`config.mk`:
```
export PLATFORM = sky130hd
export DESIGN_NAME = residual_add_stage_flat
export DESIGN_NICKNAME = d
export VERILOG_FILES = /design/src/rtl/residual_add_stage_if.sv /design/src/rtl/residual_add_stage.sv /design/src/flat_wrapper.sv
export SDC_FILE = /design/constraint.sdc
export NUM_CORES = 1
export LEC_CHECK = 0
export CORE_ASPECT_RATIO = 2
export CORE_MARGIN = 2
export CORE_UTILIZATION = 55
export DETAILED_ROUTE_END_ITERATION = 8
export HOLD_SLACK_MARGIN = 0.1
export PLACE_DENSITY_LB_ADDON = 0.3
export SLEW_MARGIN = 20
export SYNTH_ARGS = -nofsm -noshare
export SYNTH_HDL_FRONTEND = slang
export SYNTH_SLANG_ARGS = --single-unit
```
`constraint.sdc`:
```
create_clock -name clk -period 4.3 [get_ports clk]
set_clock_uncertainty 0.1 [all_clocks]
set_input_delay 0.43 -clock clk [delete_from_list [all_inputs] [get_ports clk]]
set_output_delay 0.43 -clock clk [all_outputs]
set_load 0.1 [all_outputs]
```
`src/rtl/residual_add_stage_if.sv`:
```
// Stream bundle for residual_add_stage: skip/attention inputs, residual-sum output, status.
// The slave modport is the stage's view; master is the surrounding datapath.
interface residual_add_stage_if #(
  parameter int DATA_WIDTH = 16,
  parameter int SKIP_DEPTH = 8
);
  localparam int CW = $clog2(SKIP_DEPTH) + 1;

  logic                  cfg_start;
  logic                  skip_valid;
  logic                  skip_ready;
  logic [DATA_WIDTH-1:0] skip_data;
  logic                  attn_valid;
  logic                  attn_ready;
  logic [DATA_WIDTH-1:0] attn_data;
  logic                  out_valid;
  logic                  out_ready;
  logic [DATA_WIDTH-1:0] out_data;
  logic [CW-1:0]         skip_count;
  logic                  sat_flag;

  modport slave (
    input  cfg_start,
    input  skip_valid, skip_data,
    output skip_ready,
    input  attn_valid, attn_data,
    output attn_ready,
    output out_valid, out_data,
    input  out_ready,
    output skip_count, sat_flag
  );

  modport master (
    output cfg_start,
    output skip_valid, skip_data,
    input  skip_ready,
    output attn_valid, attn_data,
    input  attn_ready,
    input  out_valid, out_data,
    output out_ready,
    input  skip_count, sat_flag
  );
endinterface

```
`src/rtl/residual_add_stage.sv`:
```
// Residual join: skip FIFO of x_t, joined with attention result y_t, registered x_t + y_t output.
// Optional macro RESIDUAL_SAT_EN: saturating add with sticky sat_flag (default: wrapping add).
module residual_add_stage #(
  parameter int DATA_WIDTH = 16,
  parameter int SKIP_DEPTH = 8
) (
  input logic clk,
  input logic rst,
  residual_add_stage_if.slave bus
);
  localparam int AW = $clog2(SKIP_DEPTH);
  localparam int CW = AW + 1;

  logic [DATA_WIDTH-1:0] mem [SKIP_DEPTH];
  logic [AW-1:0]         wr_ptr;
  logic [AW-1:0]         rd_ptr;
  logic [CW-1:0]         count;
  logic                  out_valid_q;
  logic [DATA_WIDTH-1:0] out_data_q;
  logic                  sat_flag_q;

  logic                  full;
  logic                  push;
  logic                  fire;
  logic [DATA_WIDTH-1:0] head;
  logic [DATA_WIDTH-1:0] sum_next;
  logic                  sat_hit;

  assign full = (count == CW'(SKIP_DEPTH));
  assign head = mem[rd_ptr];

  // Readies depend only on registered state, rst, cfg_start and out_ready.
  assign bus.skip_ready = !rst && !full && !bus.cfg_start;
  assign bus.attn_ready = !rst && (count != '0) && (!out_valid_q || bus.out_ready) && !bus.cfg_start;

  assign push = bus.skip_valid && bus.skip_ready;
  assign fire = bus.attn_valid && bus.attn_ready;

`ifdef RESIDUAL_SAT_EN
  logic [DATA_WIDTH:0] sum_ext;
  assign sum_ext = {head[DATA_WIDTH-1], head} + {bus.attn_data[DATA_WIDTH-1], bus.attn_data};
  assign sat_hit = sum_ext[DATA_WIDTH] ^ sum_ext[DATA_WIDTH-1];
  always_comb begin
    sum_next = sum_ext[DATA_WIDTH-1:0];
    if (sat_hit)
      sum_next = sum_ext[DATA_WIDTH] ? {1'b1, {(DATA_WIDTH-1){1'b0}}}
                                     : {1'b0, {(DATA_WIDTH-1){1'b1}}};
  end
`else
  assign sum_next = head + bus.attn_data;
  assign sat_hit  = 1'b0;
`endif

  // Storage needs no reset; occupancy and pointers define what is valid.
  always_ff @(posedge clk) begin
    if (push)
      mem[wr_ptr] <= bus.skip_data;
  end

  always_ff @(posedge clk) begin
    if (rst) begin
      wr_ptr      <= '0;
      rd_ptr      <= '0;
      count       <= '0;
      out_valid_q <= 1'b0;
      out_data_q  <= '0;
      sat_flag_q  <= 1'b0;
    end else if (bus.cfg_start) begin
      wr_ptr      <= '0;
      rd_ptr      <= '0;
      count       <= '0;
      out_valid_q <= 1'b0;
      sat_flag_q  <= 1'b0;
    end else begin
      if (push)
        wr_ptr <= wr_ptr + 1'b1;
      if (fire) begin
        rd_ptr      <= rd_ptr + 1'b1;
        out_data_q  <= sum_next;
        out_valid_q <= 1'b1;
        if (sat_hit)
          sat_flag_q <= 1'b1;
      end else if (out_valid_q && bus.out_ready) begin
        out_valid_q <= 1'b0;
      end
      case ({push, fire})
        2'b10:   count <= count + 1'b1;
        2'b01:   count <= count - 1'b1;
        default: count <= count;
      endcase
    end
  end

  assign bus.out_valid  = out_valid_q;
  assign bus.out_data   = out_data_q;
  assign bus.skip_count = count;
  assign bus.sat_flag   = sat_flag_q;
endmodule
```
`src/flat_wrapper.sv`:
```
// flat-port wrapper written by rule: the top's interface ports become plain ports
module residual_add_stage_flat 
#(
  parameter int DATA_WIDTH = 16,
  parameter int SKIP_DEPTH = 8
)
  (clk, rst, bus_cfg_start, bus_skip_valid, bus_skip_data, bus_skip_ready, bus_attn_valid, bus_attn_data, bus_attn_ready, bus_out_valid, bus_out_data, bus_out_ready, bus_skip_count, bus_sat_flag);
  residual_add_stage_if #(.DATA_WIDTH(DATA_WIDTH), .SKIP_DEPTH(SKIP_DEPTH)) bus_i ();
  input logic clk;
  input logic rst;
  input wire logic [$bits(bus_i.cfg_start)-1:0] bus_cfg_start;
  input wire logic [$bits(bus_i.skip_valid)-1:0] bus_skip_valid;
  input wire logic [$bits(bus_i.skip_data)-1:0] bus_skip_data;
  output wire logic [$bits(bus_i.skip_ready)-1:0] bus_skip_ready;
  input wire logic [$bits(bus_i.attn_valid)-1:0] bus_attn_valid;
  input wire logic [$bits(bus_i.attn_data)-1:0] bus_attn_data;
  output wire logic [$bits(bus_i.attn_ready)-1:0] bus_attn_ready;
  output wire logic [$bits(bus_i.out_valid)-1:0] bus_out_valid;
  output wire logic [$bits(bus_i.out_data)-1:0] bus_out_data;
  input wire logic [$bits(bus_i.out_ready)-1:0] bus_out_ready;
  output wire logic [$bits(bus_i.skip_count)-1:0] bus_skip_count;
  output wire logic [$bits(bus_i.sat_flag)-1:0] bus_sat_flag;
  assign bus_i.cfg_start = bus_cfg_start;
  assign bus_i.skip_valid = bus_skip_valid;
  assign bus_i.skip_data = bus_skip_data;
  assign bus_skip_ready = bus_i.skip_ready;
  assign bus_i.attn_valid = bus_attn_valid;
  assign bus_i.attn_data = bus_attn_data;
  assign bus_attn_ready = bus_i.attn_ready;
  assign bus_out_valid = bus_i.out_valid;
  assign bus_out_data = bus_i.out_data;
  assign bus_i.out_ready = bus_out_ready;
  assign bus_skip_count = bus_i.skip_count;
  assign bus_sat_flag = bus_i.sat_flag;
  residual_add_stage #(.DATA_WIDTH(DATA_WIDTH), .SKIP_DEPTH(SKIP_DEPTH)) u_core (.clk(clk), .rst(rst), .bus(bus_i));
endmodule
```
# Word-level counts from Yosys, hierarchy flattened
# Memories as Yosys holds them, arrays and structs flattened. A register that Yosys moved wholly into a read port is not among the register bits.
# Cells that the tools add are included.
dict set report totals {
  regBits 27
  mem_bits_rw 128
  out_inout_bits 24
  elab_cells 40
  mem_count 1
}
# name words width rd rd_ports_with_merged_regs wr line
set mem_list {}
lappend mem_list {u_core.mem 8 16 1 1 1 residual_add_stage.sv:14} ;# logic [DATA_WIDTH-1:0] mem [SKIP_DEPTH];
dict set report op_classes {
  add_sub_neg 5
  n_eq_ne 3
  muxes 7
  bitwise_logic 1
  reduce_logical 18
}
# cell n
set op_table {}
lappend op_table {{$add A16 B16 Y16} 1}
lappend op_table {{$logic_and A1 B1 Y1} 8}
lappend op_table {{$pmux W4 S2} 1}
lappend op_table {{$add A3 B1 Y3 const B} 2}
lappend op_table {{$mux W3} 2}
lappend op_table {{$add A4 B1 Y4 const B} 1}
lappend op_table {{$eq A4 B4 Y1 const B} 1}
lappend op_table {{$logic_not A1 Y1} 4}
lappend op_table {{$mux W1} 4}
lappend op_table {{$reduce_bool A2 Y1} 2}
lappend op_table {{$reduce_bool A4 Y1} 1}
lappend op_table {{$sub A4 B1 Y4 const B} 1}
lappend op_table {{$eq A2 B1 Y1 const B} 1}
lappend op_table {{$eq A2 B2 Y1 const B} 1}
lappend op_table {{$reduce_and A2 Y1} 1}
lappend op_table {{$reduce_or A2 Y1} 1}
lappend op_table {{$logic_or A1 B1 Y1} 1}
lappend op_table {{$not A1 Y1} 1}

# Depth between registers and ports, before layout
dict set report logic_depth {
  ltp_word 7
  ltp_mapped 14
}

# Worst setup path after synthesis
# No wires, ideal clock.
dict set report synth_path {
  path_kind {register -> register}
  from {register u_core.count[1], in the netlist u_core.bus.skip_count[1]}
  to {memory u_core.mem[0][0], enable pin}
  setup_ps 431
  arrival_ps 5007
  setup_slack_ps -1237
  path_stages_with_launch 6
  path_buffers 1
  cell_sequence {dfxtp_1 > clkbuf_1 > nor3_1 > a21oi_1 > nand2_2 > nor4_1}
}
dict set report synth_between {
  elab_chain_cells 7
}
# element line
set synth_lines {}
lappend synth_lines {{start, declared} residual_add_stage.sv:17} ;# logic [CW-1:0] count;
lappend synth_lines {{start signal, assigned} residual_add_stage.sv:87} ;# 2'b10: count <= count + 1'b1;
lappend synth_lines {{start signal, assigned} residual_add_stage.sv:88} ;# 2'b01: count <= count - 1'b1;
lappend synth_lines {{start signal, assigned} residual_add_stage.sv:89} ;# default: count <= count;
lappend synth_lines {{$eq A4 B4 Y1} residual_add_stage.sv:29} ;# assign full = (count == CW'(SKIP_DEPTH));
lappend synth_lines {{$logic_not A1 Y1} residual_add_stage.sv:33} ;# assign bus.skip_ready = !rst && !full && !bus.cfg_start;
lappend synth_lines {{$logic_and A1 B1 Y1 (2 in series)} residual_add_stage.sv:33}
lappend synth_lines {{net bus_skip_ready} flat_wrapper.sv:14} ;# output wire logic [$bits(bus_i.skip_ready)-1:0] bus_skip_ready;
lappend synth_lines {{$logic_and A1 B1 Y1} residual_add_stage.sv:36} ;# assign push = bus.skip_valid && bus.skip_ready;
lappend synth_lines {{$mux W1} residual_add_stage.sv:56} ;# if (push)
lappend synth_lines {{$mux W1 (not written as such)} residual_add_stage.sv:57} ;# mem[wr_ptr] <= bus.skip_data;
lappend synth_lines {{end, declared} residual_add_stage.sv:14}
# The timed path passes the listed nets, and every way through them passes these cells.

==> insert_results.sql <==
INSERT INTO impl_metrics (metric_group, metric, value, unit) VALUES
('global_route', 'globalRoute.totalOverflow', '0', ''),
('synth', 'post_synth_num_cell_types', '46', ''),
('clocking', 'clkTransAtPathRegs', '0.07', 'ns'),
('synth', 'synth-async-reset-ratio', '0', ''),
('worst_hold_path', 'hold_path_class', 'flop to flop', ''),
('timing', 'final_period_minus_worst_setup_slack', '3.47', 'ns'),
('power', 'switching_power_as_a_share_of_total_power', '0.211', ''),
('power', 'power.static_leakage', '2.68', 'nW'),
('clocking', 'cts_made_buffers', '17', ''),
('synth', 'syn_avg_cell_area', '16.3', 'um^2'),
('worst_setup_path', 'timing.critical_path.fanout_max', '16', ''),
('global_route', 'grtUsageTotal', '0.222', ''),
('synth', 'synth_fp_nets', '469', ''),
('worst_setup_path', 'timing.critical_path.required', '4.54', 'ns'),
('synth', 'seq_area_frac_synth', '0.667', ''),
('timing', 'setup-tns-final', '0', 'ns'),
('clocking', 'cts_root_buffer', 'clkbuf_16', ''),
('die', 'die-area', '13100', 'um^2'),
('die', 'die_height', '160', 'um'),
('die', 'count_of_boundary_i_o_pins', '62', ''),
('worst_setup_path', 'path_class', 'flop to flop', ''),
('clocking', 'tritoncts_clock_tree', 'yes', ''),
('place', 'place.detailed.hpwl', '8450', 'um'),
('die', 'rows', '56', ''),
('drt', 'via_count_normalized_by_instance_count', '5.86', ''),
('synth', 'post_synth_instance_area', '6670', 'um^2'),
('drt', 'remaining_drc_errors', '0', ''),
('outcome', 'status', 'completed', ''),
('cells_and_area', 'diodes', '0', ''),
('synth', 'postSynthCellCount', '410', ''),
('run', 'drv.max_cap_violation_count', '0', ''),
('timing', 'fmax', '288', 'MHz'),
('global_route', 'grt_max_degree', '22', ''),
('worst_setup_path', 'arrival', '3.71', 'ns'),
('clocking', 'holdBufCountCts', '0', ''),
('power', 'p_int', '2.66', 'mW'),
('clocking', 'cts.path.max_buffers', '2', ''),
('worst_setup_path', 'worstSetupEndpointType', 'flop', ''),
('drt', 'num_vias', '3777', ''),
('power', 'combPwrFrac', '0.051', ''),
('die', 'die_width', '81.8', 'um'),
('place', 'gpl_congestion', '0.751', ''),
('die', 'core_area', '11800', 'um^2'),
('power', 'powerDensity', '416', 'nW/um^2'),
('synth', 'synth_enable_flop_cells', '128', ''),
('timing', 'maxSlewHeadroom', '0.354', ''),
('drt', 'wl_per_cell', '20.5', 'um'),
('timing', 'grt_setup_unrepaired', 'no', ''),
('power', 'design_power_total', '3.37', 'mW'),
('cells_and_area', 'layout-drive-gt1-share', '0.212', ''),
('synth', 'synth_warn', '0', ''),
('cells_and_area', 'synthToLayoutAreaGrowth', '21.8', '%'),
('cells_and_area', 'finish.net_count', '546', ''),
('global_route', 'grt_pass1_vias', '3935', ''),
('power', 'power.share.sequential', '0.492', ''),
('synth', 'synthFlopType', 'edfxtp_1', ''),
('die', 'initial_core_util', '0.566', ''),
('timing', 'final-max-slew-violation-count', '0', ''),
('clocking', 'count_of_buffers_added_by_post_cts_timing_repair_for_setup', '0', ''),
('cells_and_area', 'filler_cell_count_in_the_final_layout', '783', ''),
('power', 'net-switching-power', '0.713', 'mW'),
('clocking', 'clk_latency', '0.42', 'ns'),
('timing', 'final-hold-violation-count', '0', ''),
('global_route', 'grt_pass1_wl', '20800', 'um'),
('synth', 'ys_seq_elements', '158', ''),
('timing', 'setup-violations-final', '0', ''),
('global_route', 'antenna_found_initial', '0', ''),
('clocking', 'htree_levels', '4', ''),
('power', 'pwr-share-clk', '0.457', ''),
('timing', 'layout_worst_path_cycle_share', '0.807', ''),
('place', 'placement.io_buffers', '60', ''),
('drt', 'dr.pass1.iters', '4', ''),
('timing', 'timing_worst_slew_pin_value', '0.966', 'ns'),
('clocking', 'post_cts_resized', '0', ''),
('power', 'vdd_drop_max', '0.363', 'mV'),
('drt', 'dr.first_iter.drc_count', '207', ''),
('worst_setup_path', 'start_kind', 'flop', ''),
('clocking', 'numClockSinks', '158', ''),
('drt', 'detail-route-antenna-nets', '0', ''),
('drt', 'drt_wl_total', '13200', 'um');
metrics by stage:
step,utilization,cells,hold slack [ns],setup WS (ns),instance area (um^2)
floorplan,-,410,0.354,-0.0628,6690
global placement,0.638,613,0.338,0.903,7510
detailed placement,0.638,613,0.346,0.789,7510
CTS,0.690,645,0.354,0.799,8120
global route,0.690,645,0.385,0.571,8120
finish,0.690,645,0.352,0.831,8120
cells in the final DEF, fill, tap and decap left out, types with 4 or more instances in the layout:
cell type,synthesis,routed
clkbuf_16,0,17
mux4_2,32,32
mux2_2,14,14
nor2_1,18,18
edfxtp_1,128,128
nor3_2,1,4
ha_1,20,20
a21oi_1,22,21
o21a_1,4,4
inv_6,0,6
nand2_1,25,25
xnor2_1,8,8
clkdlybuf4s50_1,0,58
nor2b_1,4,4
nand3b_1,10,10
nand3_1,7,7
buf_4,1,17
dfxtp_1,30,29
nor3_1,9,5
o21ai_0,10,10
xor2_1,10,10
power by group through the flow:
| stage | clock network, mW | logic [mW] | registers (mW) |
|---|---|---|---|
| after floorplan | 0 | 0.0892 | 1.70 |
| after global placement | 0 | 0.165 | 1.69 |
| after detailed placement | 0 | 0.170 | 1.69 |
| after CTS | 1.56 | 0.172 | 1.66 |
| after global routing | 1.62 | 0.187 | 1.66 |
| final | 1.54 | 0.172 | 1.66 |
cell families (layout without fill, tap and decap cells):
logic type / Yosys count / count (layout) / share of synthesized area
other: 1 / 1 / 0.000563
DFF: 158 / 158 / 0.667
muxes: 49 / 49 / 0.136
AOI/OAI and AO/OA: 55 / 55 / 0.0512
adders and majority gates: 21 / 21 / 0.0405
and+or+nand+nor: 87 / 87 / 0.0653
xor gates and xnor gates: 18 / 18 / 0.0237
buffers and inverters: 21 / 111 / 0.0156
area by class of cell:
cell class | count | area, um^2 | area share
multi-input combinational | 231 | 2160 | 0.266
clock buffer | 18 | 429 | 0.0529
sequential | 158 | 4450 | 0.548
tap | 145 | 181 | 0.0223
clock inverter | 14 | 178 | 0.0219
inverter | 4 | 15.0 | 0.00185
timing repair buffer | 75 | 708 | 0.0872
layer usage:
metal	part of all wire	global-route usage	vias up
met5	0	0	-
met4	0.018	0.0765	0
met3	0.050	0.0559	17
met2	0.56	0.397	120
met1	0.37	0.248	1884
li1	-	-	1756
worst max-delay path, stage by stage, from the launching register on:
cell and delay [ns]:
dfxtp_2 0.68, buf_4 0.31, mux4_2 0.53, mux2_2 0.31, ha_1 0.37, and4_1 0.24
nand2_1 0.06, a31o_2 0.24, nand3b_1 0.08, a21oi_1 0.08, xor2_1 0.15, a211oi_1 0.22
Yosys cell counts (10+ instances only):
library cell / instances / area share
edfxtp_1: 128 / 0.58
mux4_2: 32 / 0.11
dfxtp_1: 30 / 0.090
nand2_1: 25 / 0.014
a21oi_1: 22 / 0.017
ha_1: 20 / 0.038
nor2_1: 18 / 0.010
mux2_2: 14 / 0.024
nand3b_1: 10 / 0.011
o21ai_0: 10 / 0.0075
xor2_1: 10 / 0.013
sequential cells by signal (all words and copies together) (netlist names), named ones only:
signal and flops:
u_core.bus.skip_count 4, u_core.mem 128, u_core.bus.out_data 16, u_core.bus.out_valid 1
u_core.rd_ptr 3, u_core.wr_ptr 3
worst paths after layout:
path,startpoint,end,slack [ns],cells after the start
max,flop,u_core.bus.out_data[11]$_SDFFE_PP0P_,0.83,11
min reg2reg,u_core.bus.out_data[4]$_SDFFE_PP0P_,u_core.bus.out_data[4]$_SDFFE_PP0P_,0.35,2
min,u_core.bus.out_data[4]$_SDFFE_PP0P_,u_core.bus.out_data[4]$_SDFFE_PP0P_,0.35,2
max reg2reg,flop,u_core.bus.out_data[11]$_SDFFE_PP0P_,0.83,11
Power figures use the tool's default switching activity.
